<file path="src/rtl/fifo_wr_arbiter.sv">
// Round-robin burst arbiter feeding the write side of an async FIFO.
// Grants one requester at a time for up to BURST_MAX words, stalling on full.
module fifo_wr_arbiter #(
  parameter int D_SIZE    = 8,
  parameter int N_REQ     = 4,
  parameter int BURST_MAX = 4
) (
  input  logic                       w_clk,
  input  logic                       w_rst,
  input  logic [N_REQ-1:0]           req,
  input  logic [N_REQ*D_SIZE-1:0]    req_data,
  input  logic [N_REQ-1:0]           req_last,
  input  logic                       w_full,
  output logic [N_REQ-1:0]           gnt,
  output logic                       w_inc,
  output logic [D_SIZE-1:0]          w_data,
  output logic                       busy,
  output logic [$clog2(N_REQ)-1:0]   owner,
  output logic [15:0]                wr_count
);

  localparam int OW = $clog2(N_REQ);
  localparam int BW = $clog2(BURST_MAX + 1);

  typedef enum logic {
    S_IDLE  = 1'b0,
    S_GRANT = 1'b1
  } state_t;

  state_t           r_state;
  state_t           w_nstate;
  logic [N_REQ-1:0] r_gnt;
  logic [OW-1:0]    r_owner;
  logic [BW-1:0]    r_burst;
  logic [15:0]      r_wr_count;

  logic             w_found;
  logic [OW-1:0]    w_sel;
  logic [OW:0]      w_idx;
  logic [BW-1:0]    w_burst_nx;
  logic             w_release;
  logic             w_own_req;

  // Search starts just after the last owner so every pending requester
  // gets a turn before the same one is granted again.
  always_comb begin
    w_found = 1'b0;
    w_sel   = r_owner;
    w_idx   = '0;
    for (int k = 1; k <= N_REQ; k++) begin
      w_idx = {1'b0, r_owner} + (OW+1)'(k);
      if (w_idx >= (OW+1)'(N_REQ))
        w_idx = w_idx - (OW+1)'(N_REQ);
      if (!w_found && req[w_idx[OW-1:0]]) begin
        w_found = 1'b1;
        w_sel   = w_idx[OW-1:0];
      end
    end
  end

  assign w_own_req  = req[r_owner];
  assign w_burst_nx = r_burst + BW'(1);
  assign w_release  = ~w_own_req
                    | (w_inc & (req_last[r_owner]
                    | (w_burst_nx == BW'(BURST_MAX))));

  always_ff @(posedge w_clk or negedge w_rst) begin
    if (!w_rst) r_state <= S_IDLE;
    else        r_state <= w_nstate;
  end

  always_comb begin
    w_nstate = r_state;
    unique case (r_state)
      S_IDLE:  if (w_found)   w_nstate = S_GRANT;
      S_GRANT: if (w_release) w_nstate = S_IDLE;
    endcase
  end

  always_comb begin
    busy   = (r_state == S_GRANT);
    w_inc  = busy & w_own_req & ~w_full;
    w_data = req_data[r_owner*D_SIZE +: D_SIZE];
  end

  always_ff @(posedge w_clk or negedge w_rst) begin
    if (!w_rst) begin
      r_gnt      <= '0;
      r_owner    <= OW'(N_REQ - 1);
      r_burst    <= '0;
      r_wr_count <= '0;
    end else begin
      if (r_state == S_IDLE) begin
        if (w_found) begin
          r_gnt   <= N_REQ'(1) << w_sel;
          r_owner <= w_sel;
          r_burst <= '0;
        end
      end else begin
        if (w_inc)     r_burst <= w_burst_nx;
        if (w_release) r_gnt   <= '0;
      end
      if (w_inc) r_wr_count <= r_wr_count + 16'd1;
    end
  end

  assign gnt      = r_gnt;
  assign owner    = r_owner;
  assign wr_count = r_wr_count;

endmodule

</file>
<file path="config.mk">
export PLATFORM = sky130hd
export DESIGN_NAME = fifo_wr_arbiter
export DESIGN_NICKNAME = d
export VERILOG_FILES = /design/src/rtl/fifo_wr_arbiter.sv
export SDC_FILE = /design/constraint.sdc
export NUM_CORES = 1
export LEC_CHECK = 0
export CAP_MARGIN = 20
export CORE_UTILIZATION = 60
export DETAILED_ROUTE_END_ITERATION = 8
export DONT_BUFFER_PORTS = 1
export HOLD_SLACK_MARGIN = 0.12
export PLACE_DENSITY_LB_ADDON = 0.3
export SETUP_SLACK_MARGIN = 0.2
export SLEW_MARGIN = 20
export SYNTH_ARGS = -nofsm -noshare
export SYNTH_HDL_FRONTEND = slang
export SYNTH_SLANG_ARGS = --single-unit
</file>
<file path="constraint.sdc">
create_clock -name w_clk -period 3.9 [get_ports w_clk]
set_input_delay 0.585 -clock w_clk [delete_from_list [all_inputs] [get_ports w_clk]]
set_output_delay 0.585 -clock w_clk [all_outputs]
set_load 0.01 [all_outputs]
</file>
Word level (Yosys, flattened, before mapping)
Index checks and enable logic that the tools add are counted.

Bits in registers: 26. Latch bits: 0. RAM bits: 0. ROM bits: 0. Input port bits: 43. Output and inout port bits: 32. Word-level logic and storage cells: 80. Memories: 0.

Add/subtract/negate cells: 10. Multiply operators: 0. Div/mod/pow operators: 0. $lt $le $gt $ge: 9. Eq/ne operators: 3. Shift-type cells: 2. Multiplexer cells: 33. Bitwise gates (word level): 8. Reduce and logical (&&, ||, !) cells: 10.

Operators by type and width (number): 32-bit by 6-bit indexed part select with 8-bit output (1); 16-bit by 1-bit adder with 16-bit output (second input constant) (1); 2-bit 2-to-1 mux (8); 2-bit by 3-bit less-than comparator with 1-bit output (second input constant) (5); 1-bit binary-select mux with 2-bit select (6); 3-bit >= comparator (second input constant) (4); 1-bit 2-to-1 mux (12); 4-bit 2-to-1 mux (3); 3-bit 2-to-1 mux (3); 2-bit by 1-bit subtractor with 2-bit output (second input constant) (4); 2-bit by 2-bit adder with 3-bit output (second input constant) (2); 2-bit AND reduction (3); 1-bit by 2-bit left shift with 4-bit output (first input constant) (1); 2-bit by 1-bit adder with 3-bit output (second input constant) (1); 2-bit by 3-bit adder with 3-bit output (second input constant) (1); 3-bit by 1-bit adder with 3-bit output (second input constant) (1); 1-bit AND (3); 3-bit == test (second input constant) (1); 1-bit logical AND (3); 1-bit zero test (3); 1-bit NOT (3); 2-bit by 1-bit != test with 1-bit output (second input constant) (1); 2-bit != test (second input constant) (1); 1-bit bitwise OR (2); other kinds (2) (2).

Logic depth before layout (Yosys ltp)
Depth in word-level cells: 18. Mapped depth: 5. Depth with buffers taken out: 5.

Worst setup path before layout
OpenSTA, ideal clock, no wires.

Path type: reg2out. From: reg r_owner[1], in the netlist owner[1]. To: out w_inc. Data arrival time: 1.416 ns. Required time: 3.315 ns. Path slack: 1.899 ns. Stages on the path, launching flop included: 4. Path buffers: 0. Cells stage by stage: dfstp_2 -> mux4_2 -> nand2_2 -> inv_2.

Word-level cells in the longest chain between the ends: 4.

RTL lines: start, declared (RTL line 33) `logic [OW-1:0] r_owner;`; start signal, assigned (RTL line 89) `r_owner <= OW'(N_REQ - 1);`; start signal, assigned (RTL line 96) `r_owner <= w_sel;`; 1-bit binary-select mux with 2-bit select (RTL line 61) `assign w_own_req = req[r_owner];`; 1-bit 2-to-1 mux (implied by the code) (RTL line 61); 1-bit AND (2 in a row) (RTL line 82) `w_inc = busy & w_own_req & ~w_full;`; end, declared (RTL line 15) `output logic w_inc,`.

Every way passes these cells. The select of a mux whose other input is x is not followed.

Worst setup path in the final report
Same ends and word-level chain as after synthesis.

==> results.json <==
{
  "outcome": "finished, final reports clean",
  "path_clk_slew_ns": 0.14,
  "required_ns": 3.31,
  "fin_worst_skew_ns": 0.00395,
  "synth.area.top_cells": "dfrtp_1 (38%), mux4_2 (13%), xnor2_1 (5.5%), xor2_1 (3.9%), nor3_2 (3.8%)",
  "first_pass_iters": 6,
  "first_global_vias": 1043,
  "synth-seq-cells": 26,
  "p_switching_mw": 0.408,
  "antenna_cells": 0,
  "p_seq_share_pct": 49.3,
  "r2r-start": "owner[1]",
  "via_per_inst": 6.19,
  "ys_warn_count": 0,
  "grt_pass1_wl_um": 4760,
  "synth_cell_types": 42,
  "cts_buffer_depth": 2,
  "drv_cap": 0,
  "synth_flop_cell": "dfrtp_1",
  "hold_viol": 0,
  "clock.fmax_mhz": 385,
  "pin_count": 75,
  "fp.dieW_um": 53.4,
  "cts-root-buf": "clkbuf_4",
  "vias": 1065,
  "post_cts_resized": 0,
  "rows": 18,
  "area_growth_syn_to_layout_pct": 5.52,
  "start_kind": "flop",
  "powerDensity_mw_per_mm2": 600,
  "postCtsSetupBuffers": 0,
  "worst_setup_path_end_kind": "output port",
  "p_comb_share_pct": 37.2,
  "seq_area_frac_synth_pct": 41.2,
  "synth-edff-count": 0,
  "min_to": "r_burst[2]",
  "hp-start": "r_burst[2]",
  "grt_use_met1_pct": 27.1,
  "grt_util_met2_pct": 41.7,
  "rsz0062_at_grt": "no",
  "die_h_um": 53.4,
  "hold_depth": 1,
  "clock-sinks": 26,
  "final-setup-viol-count": 0,
  "post-route-util_pct": 67.5,
  "antenna_found_initial": 0,
  "cp.buffers_inverters": 1,
  "syn_area_mm2": 0.00159,
  "crit_family": "flip-flops",
  "numCtsBuffers": 3,
  "power.leakage_nw": 0.729,
  "postSynthCellCount": 139,
  "synth_commonest_cells": "dfrtp_1 (24), nand2_1 (16), xnor2_1 (10)",
  "busiest_layer": "met2",
  "rrSetupSlack_ns": 1.87,
  "cts_max_level": 1,
  "gr-total-overflow": 0,
  "slowest_delay_ns": 0.77,
  "syn_nets": 185,
  "synth_most_common_cell": "dfrtp_1",
  "use_met3_pct": 8.62,
  "cts_tree": "yes",
  "post-route-drc-count": 0,
  "sw_frac_of_total_pct": 40.6,
  "synth_top_area_cell": "dfrtp_1",
  "critPathMaxFanout": 16,
  "min_path_type": "flop to flop",
  "worst_pin_slew_ns": 0.562,
  "grtUsageTotal_pct": 23.7,
  "wl_um": 3070,
  "dieArea_mm2": 0.00285,
  "path_class": "flop to output port",
  "drtAntennaViolNets": 0,
  "maxSlewViolCount": 0,
  "critPathArrivalTime_ns": 2.01,
  "fin_hold_ws_ns": 0.505,
  "wire_per_inst_um": 17.8,
  "fin_crit_sh_pct": 66.6,
  "ctsHoldBuffers": 2,
  "reg2reg_depth": 5,
  "grt_max_degree": 27,
  "slew_headroom_pct": 62.2,
  "clk-insertion-delay-late_ns": 0.32,
  "finalSetupTns_ns": 0,
  "dp_hpwl_um": 2440,
  "slowest_stage": "dfstp_2",
  "r2r-end": "r_burst[2]",
  "nets": 189,
  "yosysTopAreaCellShare_pct": 37.9,
  "path_cells": "mux4_2 > nand2_2 > inv_2",
  "internal_power_mw": 0.597,
  "drive_gt1_share_pct": 21.1,
  "clock_power_share_pct": 13.5,
  "core_area_mm2": 0.00248,
  "avgSynthCellArea_um2": 11.4,
  "ir_drop_mv": 0.398,
  "drtIter0Drc": 16,
  "start_util_pct": 64.0,
  "place_congestion": 0.734,
  "min_period_ns": 2.60,
  "portBuffers": 0,
  "synthArstFlopShare_pct": 100
}
==> power groups by stage <==
stage | logic, mW | registers [mW] | clock network, mW
after floorplan | 0.369 | 0.439 | 0
final | 0.374 | 0.495 | 0.135
after CTS | 0.378 | 0.497 | 0.140
after global routing | 0.416 | 0.516 | 0.150
after global placement | 0.358 | 0.498 | 0
after detailed placement | 0.368 | 0.503 | 0
==> final cells by class <==
| cell class | count | area (um^2) |
|---|---|---|
| inverters | 10 | 37.5 |
| fillers | 192 | 805 |
| repair buffers | 2 | 30.0 |
| clock buffers | 4 | 36.3 |
| multi-input cells | 100 | 878 |
| well taps | 30 | 37.5 |
| flip-flops and latches | 26 | 653 |
==> registers in the layout, indices dropped and copies added, names as in the netlist <==
| register | flops |
|---|---|
| gnt | 4 |
| wr_count | 16 |
| owner | 2 |
| r_burst | 3 |
| busy | 1 |
==> how the worst max path moves through the flow <==
stage | from | end | slack (ns) | cells after the start
2_1_floorplan | owner[1] | w_inc | 1.90 | 3
5_1_grt | owner[1] | w_inc | 1.20 | 3
6_report | owner[1] | w_inc | 1.30 | 3
4_1_cts | owner[1] | w_inc | 1.28 | 3
3_3_place_gp | owner[1] | w_inc | 1.68 | 3
3_5_place_dp | owner[1] | w_inc | 1.66 | 3
==> per-layer routing <==
metal / vias up / routed length, um
met3: 5 / 297
met5: - / 0
met4: 0 / 31
met2: 50 / 1580
met1: 507 / 1160
li1: 503 / -
==> worst reg2reg max path, delay by kind of cell, from the launching register on <==
| family | cells | cell delay [ns] |
|---|---|---|
| DFF | 1 | 0.77 |
| buffers and inverters | 1 | 0.10 |
| muxes | 2 | 0.82 |
| and+or+nand+nor | 2 | 0.28 |
==> layout by cell type (no fill, tap or decap), types with 2 or more instances in the layout <==
master / instances
dfrtp_1: 24
nand3_1: 4
nand2_1: 16
inv_1: 9
mux2i_1: 3
a21oi_1: 2
o22ai_1: 4
xnor2_1: 10
clkbuf_4: 3
or2b_1: 4
o21ai_0: 3
nor3_2: 6
ha_1: 3
nor2_1: 4
mux4_2: 9
xor2_1: 7
nor2b_1: 2
o21a_1: 2
and4_1: 2
dfstp_2: 2
==> cell families (layout without fill, tap and decap cells) <==
family / count (synthesis) / count (layout) / share of synthesized area, %
muxes: 12 / 12 / 14.7
and+or+nand+nor: 51 / 51 / 20.8
AOI/OAI and AO/OA: 17 / 17 / 8.13
buffers and inverters: 13 / 16 / 3.39
xor gates and xnor gates: 17 / 17 / 9.39
adders and majority gates: 3 / 3 / 2.37
DFF: 26 / 26 / 41.2
==> stage by stage <==
stage	instances	setup slack, ns	power, mW	instance area [um^2]
after global placement	166	1.68	0.856	1610
after floorplan	139	1.90	0.808	1590
final	172	1.30	1.00	1670
after CTS	172	1.28	1.02	1670
after global routing	172	1.20	1.08	1670
after detailed placement	166	1.66	0.871	1610
(Power assumes the default switching activity.)
